`config.mk`:
```
export PLATFORM = sky130hd
export DESIGN_NAME = icache_refill_ctrl
export DESIGN_NICKNAME = d
export VERILOG_FILES = /design/src/rtl/icache_refill_ctrl.sv
export SDC_FILE = /design/constraint.sdc
export NUM_CORES = 1
export LEC_CHECK = 0
export BUFFER_PORTS_ARGS = -buffer_cell sky130_fd_sc_hd__buf_2
export CAP_MARGIN = 15
export CORE_AREA = 2 2 118 120
export CTS_CLUSTER_DIAMETER = 200
export DETAILED_ROUTE_END_ITERATION = 12
export DIE_AREA = 0 0 120 122
export PLACE_DENSITY = 0.72
export SYNTH_ARGS = -nofsm -noshare
export SYNTH_HDL_FRONTEND = slang
export SYNTH_SLANG_ARGS = --single-unit
```
`constraint.sdc`:
```
create_clock -name clk -period 3.3 [get_ports clk]
set_input_delay 0.66 -clock clk [delete_from_list [all_inputs] [get_ports clk]]
set_output_delay 0.66 -clock clk [all_outputs]
set_load 0.01 [all_outputs]
```
`src/rtl/icache_refill_ctrl.sv`:
```
// Instruction-cache sequencing controller: lookup, hit/miss resolution,
// 8-beat line refill from memory, tag write and critical-word return.
module icache_refill_ctrl #(
  parameter int unsigned LINE_WORDS = 8,
  parameter int unsigned TAG_W      = 20
) (
  input  logic             clk,
  input  logic             rst,
  input  logic             req_valid,
  input  logic [31:0]      req_addr,
  output logic             req_ready,
  output logic             resp_valid,
  output logic [31:0]      resp_data,
  input  logic             tag_work,
  output logic [31:0]      tag_pre_addr,
  output logic [31:0]      tag_addr,
  output logic [3:0]       tag_wen,
  output logic [TAG_W:0]   tag_wdata,
  input  logic             tag_hit,
  input  logic             tag_valid,
  output logic [9:0]       data_addr,
  output logic             data_wen,
  output logic [31:0]      data_wdata,
  input  logic [31:0]      data_rdata,
  output logic             mem_req,
  output logic [31:0]      mem_addr,
  input  logic             mem_gnt,
  input  logic             mem_rvalid,
  input  logic [31:0]      mem_rdata,
  input  logic             mem_rlast
);

  localparam int unsigned OFF_W   = $clog2(LINE_WORDS);
  localparam int unsigned IDX_LSB = OFF_W + 2;
  localparam int unsigned DADDR_W = 10;
  localparam int unsigned IDX_W   = DADDR_W - OFF_W;
  localparam int unsigned IDX_MSB = IDX_LSB + IDX_W - 1;
  localparam int unsigned TAG_LSB = 32 - TAG_W;

  localparam logic [2:0] S_INIT     = 3'd0;
  localparam logic [2:0] S_IDLE     = 3'd1;
  localparam logic [2:0] S_LOOKUP   = 3'd2;
  localparam logic [2:0] S_MISS_REQ = 3'd3;
  localparam logic [2:0] S_REFILL   = 3'd4;
  localparam logic [2:0] S_TAG_WR   = 3'd5;
  localparam logic [2:0] S_DONE     = 3'd6;

  logic [2:0]       state_q, state_d;
  logic [31:0]      addr_q, addr_d;
  logic [OFF_W-1:0] cnt_q, cnt_d;
  logic [31:0]      crit_q, crit_d;
  logic             hit;

  assign hit = tag_hit & tag_valid;

  // State and datapath registers
  always_ff @(posedge clk) begin
    if (rst) begin
      state_q <= S_INIT;
      addr_q  <= '0;
      cnt_q   <= '0;
      crit_q  <= '0;
    end else begin
      state_q <= state_d;
      addr_q  <= addr_d;
      cnt_q   <= cnt_d;
      crit_q  <= crit_d;
    end
  end

  // Next-state and output decode; RAM addresses are combinational so a
  // lookup issued in the accept cycle resolves in the following cycle.
  always_comb begin
    state_d      = state_q;
    addr_d       = addr_q;
    cnt_d        = cnt_q;
    crit_d       = crit_q;
    req_ready    = 1'b0;
    resp_valid   = 1'b0;
    resp_data    = '0;
    tag_pre_addr = req_addr;
    tag_addr     = addr_q;
    tag_wen      = 4'h0;
    tag_wdata    = '0;
    data_addr    = req_addr[IDX_MSB:2];
    data_wen     = 1'b0;
    data_wdata   = '0;
    mem_req      = 1'b0;
    mem_addr     = '0;

    case (state_q)
      S_INIT: begin
        if (tag_work) state_d = S_IDLE;
      end
      S_IDLE: begin
        req_ready = 1'b1;
        if (req_valid) begin
          addr_d  = req_addr;
          state_d = S_LOOKUP;
        end
      end
      S_LOOKUP: begin
        if (hit) begin
          resp_valid = 1'b1;
          resp_data  = data_rdata;
          req_ready  = 1'b1;
          if (req_valid) begin
            addr_d  = req_addr;
            state_d = S_LOOKUP;
          end else begin
            state_d = S_IDLE;
          end
        end else begin
          state_d = S_MISS_REQ;
        end
      end
      S_MISS_REQ: begin
        mem_req  = 1'b1;
        mem_addr = {addr_q[31:IDX_LSB], {IDX_LSB{1'b0}}};
        if (mem_gnt) begin
          cnt_d   = '0;
          state_d = S_REFILL;
        end
      end
      S_REFILL: begin
        data_addr = {addr_q[IDX_MSB:IDX_LSB], cnt_q};
        if (mem_rvalid) begin
          data_wen   = 1'b1;
          data_wdata = mem_rdata;
          cnt_d      = cnt_q + OFF_W'(1);
          if (cnt_q == addr_q[IDX_LSB-1:2]) crit_d = mem_rdata;
          if (mem_rlast) state_d = S_TAG_WR;
        end
      end
      S_TAG_WR: begin
        tag_wen   = 4'hF;
        tag_wdata = {1'b1, addr_q[31:TAG_LSB]};
        state_d   = S_DONE;
      end
      S_DONE: begin
        resp_valid = 1'b1;
        resp_data  = crit_q;
        state_d    = S_IDLE;
      end
      default: state_d = S_INIT;
    endcase
  end

endmodule

```
==> PnR_summary.wiki <==
{| class="wikitable"
! Metric !! Value
|-
| Post-synthesis cell area || 4400 um^2
|-
| Power per cell area || 396 nW/um^2
|-
| CP required || 2.64 ns
|-
| Detailed router's first-iteration violation count || 188
|-
| Minimum hold slack || 0.460 ns
|-
| Number of sinks on the clock net || 70
|-
| DPL Wire Length || 10700 um
|-
| Root Buffer || clkbuf_16
|-
| Number of fill cells in the layout || 1379
|-
| Number of I/O pins || 304
|-
| Width of the chip || 120 um
|-
| Total negative slack for setup checks || 0 ns
|-
| Number of antenna violations at the first check in global routing || 3
|-
| Slack of the worst reg-to-reg path || 1.18 ns
|-
| Share of synthesized registers carrying an async set or reset || 0%
|-
| Via density per instance || 4.65
|-
| First-pass DRT Iterations || 4
|-
| Total clock buffers created by CTS || 9
|-
| PnR worst setup slack || 0.527 ns
|-
| Syn_area_per_cell || 7.93 um^2
|-
| Sequential cell area fraction in the yosys report || 31.8%
|-
| Overall die area || 14600 um^2
|-
| Final Hold Viols || 0
|-
| Tot Pwr || 2.38 mW
|-
| Initial Util || 32.6%
|-
| Number of warnings issued by yosys || 0
|-
| Row count || 43
|-
| Clock network fraction of total power || 39.6%
|-
| Worst slew margin || 42.6%
|-
| DR vias || 4546
|-
| Tot GR Track Use || 18.4%
|-
| Synth area leader || dfxtp_1
|-
| Number of H-tree levels || 3
|-
| Leakage power total || 2.97 nW
|-
| Main combinational cell family by area after synthesis || simple AND/OR/NAND/NOR gates
|-
| Synth cell count leaders || nand2_1, and2_1, dfxtp_1, mux2i_1, buf_4
|-
| Launching point of the worst reg2reg path || state_q[0]
|-
| Max FO, Critical Path || 28
|-
| Clock-pin slew reported for the worst setup and hold paths after clock tree synthesis || 0.06 ns
|-
| Comb pwr share || 20.2%
|-
| Fraction of layout cells with a size suffix above 1 || 43.1%
|-
| Share of total power consumed by net switching || 29.6%
|-
| Measured slew at the worst slew-check pin || 0.861 ns
|-
| Sequential power share || 40.2%
|-
| Core ar. || 13500 um^2
|-
| Worst hold path startpoint || tag_addr[0]
|-
| Mapped Cells || 555
|-
| Minimum clock period after layout || 2.77 ns
|-
| Number of global-route vias before repair || 3950
|-
| Crit share post-route || 84.0%
|-
| Distinct cells, synth || 38
|-
| Count of final max-slew check failures || 0
|-
| Average detailed-routed wire length per instance || 14.7 um
|-
| Adder-Cell Fraction of Synth Area || 0.284%
|-
| Fraction of the mapped netlist area in simple logic gates || 29.0%
|-
| Aggregate routed wire length || 14400 um
|-
| Top cell type's share of synthesized area || 31.8%
|-
| Final clock skew || 0.00823 ns
|-
| Most common cell in the netlist || nand2_1
|-
| Core utilization of the finished layout || 44.5%
|-
| Fin nets || 897
|-
| Number of remaining DRC errors || 0
|-
| Maximum clock frequency || 361 MHz
|-
| Ranking of synthesized cells by area || dfxtp_1, mux2i_1, and2_1, nand2_1, buf_4
|-
| Final setup violation count || 0
|-
| Hold_buf cts || 0
|-
| PostCTS Resize Cnt || 0
|-
| Number of cells on the worst reg-to-reg path || 4
|-
| Buffer count from post-CTS setup fixing || 0
|-
| Number of nets with antenna violations after detailed routing || 0
|-
| Power dissipated by switching net loads || 0.705 mW
|-
| Number of flops mapped to enable cells by yosys || 0
|-
| Overall die height || 122 um
|-
| Synthesis-stage register bit count || 70
|-
| Type of the worst min-delay path || flip-flop to flip-flop
|-
| Insertion delay of the later-clocked pin in the worst-skew pair || 0.33 ns
|-
| Top flip-flop cell by instance count after synthesis || dfxtp_1
|-
| Multiplexer share of the synthesized area || 17.6%
|-
| Compound-gate portion of the synthesized area || 8.30%
|-
| Startpoint types || flip-flop
|-
| Grt total ovfl || 0
|-
| Global-route wire length before repair || 20800 um
|-
| Max-capacitance violation count || 0
|-
| Worst hold path endpoint || tag_addr[0]
|-
| Setup WS pre-CTS || 0.730 ns
|-
| Arrival time reported for the critical path endpoint || 2.11 ns
|-
| Critical Path Sink Type || output pin
|-
| Peak VDD IR || 0.240 mV
|-
| Relative area change from synthesis to final layout || 36.6%
|-
| Unrepaired setup endpoints after global routing || false
|-
| Count of input and output buffers || 298
|-
| TritonCTS clock tree || built
|-
| Cell-internal power || 1.68 mW
|-
| Post-synthesis xor/xnor area fraction || 0.597%
|-
| Worst Hold Depth || 2
|-
| Buffers from clock root to sink, at most || 2
|-
| Worst reg2reg endpoint || crit_q[9]
|-
| Routability congestion estimate from global placement || 0.794
|-
| Outcome || completed
|-
| Largest net degree at the start of global routing || 59
|-
| Type of the worst setup path || flip-flop to output pin
|}
[cell families after synthesis]
kind of cell / after synthesis
xor+xnor: 3
buf+inv: 93
mux: 76
fa+ha+maj: 1
other cells: 1
simple gates: 266
flops: 70
compound gates: 45
[per-stage QoR]
stage,instance area (um^2),std cells
after floorplan,4420,559
after global placement,5720,960
after detailed placement,5720,960
after CTS,6010,975
after global routing,6010,975
final,6010,977
[critical path, stage by stage, from the launching register on]
cell and delay, ns:
dfxtp_1 0.61, and3_1 0.81, and2_1 0.24, buf_2 0.13
[state kept, by name, indices dropped and copies added (netlist names)]
signal and flops:
crit_q 32, cnt_q 3, tag_addr 32, state_q 3
[how the worst max path moves through the flow]
stage          startpoint            end  slack (ns)  depth (start not counted)
2_1_floorplan     tag_hit  resp_data[18]        1.06                          5
3_3_place_gp      tag_hit  resp_data[11]        0.76                          6
3_5_place_dp      tag_hit  resp_data[20]        0.73                          6
4_1_cts        state_q[0]   mem_addr[31]        0.48                          3
5_1_grt        state_q[0]   mem_addr[31]        0.37                          3
6_report       state_q[0]   mem_addr[31]        0.53                          3
[power by group through the flow]
stage | clock network [mW] | logic [mW] | registers [mW]
after floorplan | 0 | 0.306 | 0.965
after global placement | 0 | 0.482 | 0.973
after detailed placement | 0 | 0.488 | 0.975
after CTS | 0.974 | 0.489 | 0.957
after global routing | 1.01 | 0.528 | 0.967
final | 0.943 | 0.482 | 0.958
[layer usage]
layer | share of wire [%] | track usage [%] | wire length, um | vias up
li1 | - | - | - | 2275
met1 | 41 | 21.1 | 5950 | 2061
met2 | 50 | 33.2 | 7230 | 200
met3 | 7.4 | 5.01 | 1060 | 8
met4 | 0.79 | 5.74 | 114 | 2
met5 | 0.090 | 0 | 13 | -
[layout by cell type, fill, tap and decap left out, types with 2 or more instances in the layout]
| master | count |
|---|---|
| dfxtp_1 | 69 |
| mux2i_1 | 65 |
| nand4b_1 | 2 |
| and2_1 | 79 |
| xor2_1 | 3 |
| o21ai_0 | 2 |
| inv_1 | 3 |
| clkinvlp_4 | 2 |
| nand3_1 | 2 |
| a21oi_1 | 4 |
| buf_2 | 298 |
| nand2b_1 | 6 |
| nand2_1 | 131 |
| buf_4 | 12 |
| diode_2 | 2 |
| conb_1 | 5 |
| clkbuf_16 | 9 |
| clkinv_2 | 2 |
| mux2_2 | 11 |
| a32oi_1 | 33 |
| nor2_1 | 34 |
| and3_1 | 2 |
[layout make-up]
type / count / area [um^2] / share of cell area [%]
well taps: 180 / 225 / 3.74
multi-input cells: 396 / 2490 / 41.5
clock inverters: 6 / 63.8 / 1.06
repair buffers: 310 / 1580 / 26.3
flip-flops and latches: 70 / 1400 / 23.3
clock buffers: 9 / 225 / 3.74
diodes: 2 / 5.00 / 0.0832
inverters: 4 / 17.5 / 0.291
(Power assumes the default switching activity.)
